<file path="config.mk">
export PLATFORM = sky130hd
export DESIGN_NAME = calc_sched
export DESIGN_NICKNAME = d
export VERILOG_FILES = /design/src/rtl/calc_sched.sv
export SDC_FILE = /design/constraint.sdc
export NUM_CORES = 2
export LEC_CHECK = 0
export ABC_AREA = 1
export BUFFER_PORTS_ARGS = -buffer_cell sky130_fd_sc_hd__buf_4
export CAP_MARGIN = 30
export CORE_UTILIZATION = 40
export CTS_CLUSTER_SIZE = 25
export DETAILED_ROUTE_END_ITERATION = 16
export PLACE_DENSITY_LB_ADDON = 0.1
export SYNTH_ARGS = -nofsm -noshare
export SYNTH_HDL_FRONTEND = slang
export SYNTH_SLANG_ARGS = --single-unit
</file>
<file path="constraint.sdc">
create_clock -name clk -period 8.4 [get_ports clk]
set_clock_uncertainty 0.2 [all_clocks]
set_input_delay 1.68 -clock clk [delete_from_list [all_inputs] [get_ports clk]]
set_output_delay 1.68 -clock clk [all_outputs]
set_load 0.02 [all_outputs]
</file>
<file path="src/rtl/calc_sched.sv">
// calc_sched: pops 3-word packets (header, operand A, operand B) from an input FIFO,
// executes the header opcode and pushes the result word to an output FIFO.
module calc_sched #(
    parameter int RAH_PACKET_WIDTH = 48
) (
    input  logic                        clk,
    input  logic                        rst,
    input  logic [RAH_PACKET_WIDTH-1:0] rd_data,
    input  logic                        empty,
    output logic                        rden,
    output logic [RAH_PACKET_WIDTH-1:0] wr_data,
    input  logic                        full,
    output logic                        wren,
    output logic                        busy,
    output logic [15:0]                 op_count,
    output logic [7:0]                  err_count
);
    localparam int W = RAH_PACKET_WIDTH;
    localparam int H = W / 2;
    localparam logic [W-1:0] W_LIM = W'(W);

    typedef enum logic [3:0] {
        IDLE, CAP_H, POP_A, CAP_A, POP_B, CAP_B, EXEC, MUL2, WRITE
    } state_t;

    state_t       state_q;
    logic [3:0]   hdr_q;
    logic [W-1:0] a_q;
    logic [W-1:0] b_q;
    logic [W-1:0] res_q;
    logic [W-1:0] wr_last_q;
    logic         busy_q;
    logic [15:0]  op_cnt_q;
    logic [7:0]   err_cnt_q;
    logic [W-1:0] alu_d;
    logic [W-1:0] mul_lo_d;
    logic [W-1:0] mul_hi_d;
    logic         pop_d;
    logic         push_d;

    // Strobes follow this cycle's empty/full so a pop or push never hits a blocked FIFO;
    // rst masks both so a reset cycle can neither pop nor push.
    assign pop_d  = !rst && !empty && (state_q == IDLE || state_q == POP_A || state_q == POP_B);
    assign push_d = !rst && !full && (state_q == WRITE);

    // Multiply split over two cycles: A * B_low in EXEC, then (A * B_high) << H added in MUL2.
    assign mul_lo_d = a_q * {{(W-H){1'b0}}, b_q[H-1:0]};
    assign mul_hi_d = (a_q * {{H{1'b0}}, b_q[W-1:H]}) << H;

    always_comb begin
        alu_d = '0;
        case (hdr_q)
            4'd0:    alu_d = a_q + b_q;
            4'd1:    alu_d = a_q - b_q;
            4'd2:    alu_d = (b_q >= W_LIM) ? '0 : (a_q << b_q);
            4'd3:    alu_d = (b_q >= W_LIM) ? '0 : (a_q >> b_q);
            4'd4:    alu_d = a_q & b_q;
            4'd5:    alu_d = a_q | b_q;
            4'd6:    alu_d = a_q ^ b_q;
            default: alu_d = '0;
        endcase
    end

    always_ff @(posedge clk) begin
        if (rst) begin
            state_q   <= IDLE;
            hdr_q     <= '0;
            a_q       <= '0;
            b_q       <= '0;
            res_q     <= '0;
            wr_last_q <= '0;
            busy_q    <= 1'b0;
            op_cnt_q  <= '0;
            err_cnt_q <= '0;
        end else begin
            case (state_q)
                IDLE: begin
                    if (!empty) begin
                        state_q <= CAP_H;
                        busy_q  <= 1'b1;
                    end
                end
                CAP_H: begin
                    hdr_q   <= rd_data[3:0];
                    state_q <= POP_A;
                end
                POP_A: begin
                    if (!empty) state_q <= CAP_A;
                end
                CAP_A: begin
                    a_q     <= rd_data;
                    state_q <= POP_B;
                end
                POP_B: begin
                    if (!empty) state_q <= CAP_B;
                end
                CAP_B: begin
                    b_q     <= rd_data;
                    state_q <= EXEC;
                end
                EXEC: begin
                    if (hdr_q < 4'd7) begin
                        res_q   <= alu_d;
                        state_q <= WRITE;
                    end else if (hdr_q == 4'd7) begin
                        res_q   <= mul_lo_d;
                        state_q <= MUL2;
                    end else begin
                        if (err_cnt_q != 8'hFF) err_cnt_q <= err_cnt_q + 8'd1;
                        state_q <= IDLE;
                        busy_q  <= 1'b0;
                    end
                end
                MUL2: begin
                    res_q   <= res_q + mul_hi_d;
                    state_q <= WRITE;
                end
                WRITE: begin
                    if (!full) begin
                        wr_last_q <= res_q;
                        op_cnt_q  <= op_cnt_q + 16'd1;
                        state_q   <= IDLE;
                        busy_q    <= 1'b0;
                    end
                end
                default: begin
                    state_q <= IDLE;
                    busy_q  <= 1'b0;
                end
            endcase
        end
    end

    assign rden      = pop_d;
    assign wren      = push_d;
    assign wr_data   = push_d ? res_q : wr_last_q;
    assign busy      = busy_q;
    assign op_count  = op_cnt_q;
    assign err_count = err_cnt_q;
endmodule

</file>
==> flow_metrics.env <==
export IMPL_timing_worst_slew_pin_value_ns=1.011
export IMPL_final_count_of_negative_setup_slack_endpoints=0
export IMPL_hold_viol=0
export IMPL_powerDensity_mw_per_mm2=93.53
export IMPL_synthesis_area_mm2=0.05941
export IMPL_clkLatencyLatePin_ns=0.67
export IMPL_final_setup_worst_slack_ns=0.3566
export IMPL_grt_usage_pct=34.99
export IMPL_synth_cell_type_count=59
export IMPL_nNetsFinal=10240
export IMPL_multi_input_area_mm2=0.04550
export IMPL_crit_path_top_delay_cell="sky130_fd_sc_hd__fa_1"
export IMPL_finalMaxSlewViolations=0
export IMPL_grt_ovfl_total=0
export IMPL_count_of_input_and_output_buffers=126
export IMPL_antenna_left=0
export IMPL_drc=0
export IMPL_start_util_pct=40.24
export IMPL_die_h_um=387.4
export IMPL_number_of_buffers_between_clock_root_and_the_deepest_sink=3
export IMPL_total_cell_area_at_the_placement_stage_mm2=0.06491
export IMPL_grt_max_degree=112
export IMPL_hpwl_um=217300
export IMPL_layout_filler_cells=15630
export IMPL_route_detailed_vias_per_inst=5.373
export IMPL_clock_sinks=225
export IMPL_critPathMaxStageDelay_ns=0.55
export IMPL_unrepaired_setup_endpoints_after_global_routing="false"
export IMPL_drive_gt1_share_pct=8.198
export IMPL_antenna_found_initial=16
export IMPL_clock_root_buffer="sky130_fd_sc_hd__clkbuf_16"
export IMPL_number_of_drc_violations_after_detailed_routing_iteration_0=5675
export IMPL_maxCapViolCount=0
export IMPL_num_vias=58160
export IMPL_tns_ns=0
export IMPL_clock_buffers_created_by_tritoncts=30
export IMPL_most_common_cell_after_layout_fill_and_taps_aside="sky130_fd_sc_hd__nand2_1"
export IMPL_cp_max_fo=12
export IMPL_min_period_ns=8.043
export IMPL_stdcell_area_mm2=0.06596
export IMPL_avgRoutedWirePerCell_um=24.33
export IMPL_detailedRoute_firstPassIterationCount=8
export IMPL_synth_ff_latch_count=225
export IMPL_fp_dieW_um=387.4
export IMPL_grt_pass1_wl_um=388700
export IMPL_count_of_flip_flops_with_a_built_in_enable_after_synthesis=0
export IMPL_avgSynthCellArea_um2=6.786
export IMPL_cts_resized=0
export IMPL_dieArea_mm2=0.1501
export IMPL_routed_wl_um=263300
export IMPL_tritoncts_clock_tree="done"
export IMPL_cp_data_required_time_ns=8.73
export IMPL_start_kind="flip-flop"
export IMPL_kind_of_end_point_of_the_critical_path="flip-flop"
export IMPL_min_period_over_period_pct=95.75
export IMPL_postSynth_topFlopCell="sky130_fd_sc_hd__dfxtp_1"
export IMPL_clock_fmax_mhz=124.3
export IMPL_postSynth_asyncResetShare_pct=0
export IMPL_leakage_nw=36.10
export IMPL_preCtsSetupSlack_ns=0.3337
export IMPL_mappedNetlistNets=10120
export IMPL_synth_cells=8755
export IMPL_crit_arrival_ns=8.37
export IMPL_areaGrowthSynthToFinish_pct=11.02
export IMPL_rows=141
export IMPL_post_cts_setup_buffer_count=0
export IMPL_hold_buf_count_cts=0
export IMPL_ys_warnings_count=0
export IMPL_path_class="reg -> reg"
export IMPL_design_core_area_mm2=0.1477
export IMPL_synth_yosys_seq_area_share_pct=7.581
export IMPL_vdd_drop_max_mv=0.1957
export IMPL_grt_pass1_vias=58030
export IMPL_boundaryPins=127
export IMPL_outcome="finished, final reports clean"
export IMPL_worst_setup_hold_path_clk_slew_ns=0.06
export IMPL_hold_path_class="reg -> reg"
export IMPL_htree_levels=1
export IMPL_commonest_non_fill_non_tap_cells_in_the_layout="2384 x sky130_fd_sc_hd__nand2_1, 1997 x sky130_fd_sc_hd__inv_1, 956 x sky130_fd_sc_hd__fa_1"
export IMPL_area_sequential_mm2=0.004582
export IMPL_worst_slew_margin_rel_pct=32.17
export IMPL_placer_s_final_routability_congestion_estimate=1.064
where the power goes:
part | switching, mW | leakage, nW | total [mW] | internal (mW)
Sequential | 0.0806 | 1.84 | 1.17 | 1.09
Combinational | 2.61 | 33.8 | 3.60 | 0.988
Clock | 0.628 | 0.498 | 1.40 | 0.771
synth_stat cells, types with 28 or more instances:
master	number	share of area, %
sky130_fd_sc_hd__a21o_1	38	0.48
sky130_fd_sc_hd__a21oi_1	381	3.2
sky130_fd_sc_hd__a31oi_1	36	0.38
sky130_fd_sc_hd__buf_1	144	0.91
sky130_fd_sc_hd__buf_2	45	0.38
sky130_fd_sc_hd__clkbuf_1	275	1.7
sky130_fd_sc_hd__dfxtp_1	225	7.6
sky130_fd_sc_hd__fa_1	956	32
sky130_fd_sc_hd__ha_1	361	7.6
sky130_fd_sc_hd__inv_1	2003	13
sky130_fd_sc_hd__nand2_1	2386	15
sky130_fd_sc_hd__nand3_1	540	4.5
sky130_fd_sc_hd__nand4_1	55	0.58
sky130_fd_sc_hd__nor2_1	388	2.5
sky130_fd_sc_hd__nor3_1	38	0.32
sky130_fd_sc_hd__o211ai_1	28	0.35
sky130_fd_sc_hd__o21ai_0	352	3.0
sky130_fd_sc_hd__o21ai_1	49	0.41
sky130_fd_sc_hd__o31ai_1	55	0.69
sky130_fd_sc_hd__xnor2_1	55	0.81
sky130_fd_sc_hd__xor2_1	108	1.6
area by class of cell:
class / count / area share (%)
sequential: 225 / 6.946
clock buffer: 41 / 1.277
multi-input combinational: 6039 / 68.97
antenna: 1 / 0.003794
timing repair buffer: 554 / 7.373
clock inverter: 15 / 0.2769
tap: 1930 / 3.661
inverter: 2018 / 11.49
logic make-up after synthesis:
| family | synth area share, % |
|---|---|
| compound gates | 10.27 |
| simple gates | 24.00 |
| xor+xnor | 2.403 |
| buf+inv | 15.93 |
| flops | 7.581 |
| fa+ha+maj | 39.81 |
per-stage QoR:
step / total power, mW / std cells / hold slack, ns / util, %
2_1_floorplan: 2.932 / 8755 / 0.2364 / -
3_3_place_gp: 4.667 / 10770 / 0.2535 / 43.96
3_5_place_dp: 4.646 / 10770 / 0.2523 / 43.96
4_1_cts: 6.060 / 10820 / 0.2680 / 44.65
5_1_grt: 6.385 / 10820 / 0.2882 / 44.67
6_report: 6.170 / 10820 / 0.2654 / 44.67
sequential cells by signal, summed over array words and instances, names as in the netlist:
signal / flops
err_count: 8
wr_last_q: 48
state_q: 4
op_count: 16
busy: 1
b_q: 48
a_q: 48
res_q: 48
hdr_q: 4
path summary, 6_finish.rpt:
kind,from,to,slack (ns),depth (start not counted)
max,a_q[9]$_SDFFE_PP0P_,res_q[31]$_SDFFE_PP0P_,0.36,33
min,wr_last_q[47]$_SDFFE_PP0P_,wr_last_q[47]$_SDFFE_PP0P_,0.27,2
max reg2reg,a_q[9]$_SDFFE_PP0P_,res_q[31]$_SDFFE_PP0P_,0.36,33
min reg2reg,wr_last_q[47]$_SDFFE_PP0P_,wr_last_q[47]$_SDFFE_PP0P_,0.27,2
worst max-delay path: cells and delay by family, from the launching register on:
family | cells | cell delay, ns
and+or+nand+nor | 8 | 0.83
AOI/OAI and AO/OA | 3 | 0.47
buffers and inverters | 13 | 1.85
DFF | 1 | 0.52
adders and majority gates | 8 | 3.85
xor gates and xnor gates | 1 | 0.16
routing by layer:
| layer | routed length, um | GRT usage [%] | vias to the layer above |
|---|---|---|---|
| li1 | - | - | 26540 |
| met4 | 12770 | 13.92 | 16 |
| met1 | 115300 | 49.26 | 28780 |
| met5 | 110 | 0 | - |
| met3 | 21520 | 5.336 | 398 |
| met2 | 113700 | 53.63 | 2426 |
(Power assumes the default switching activity.)
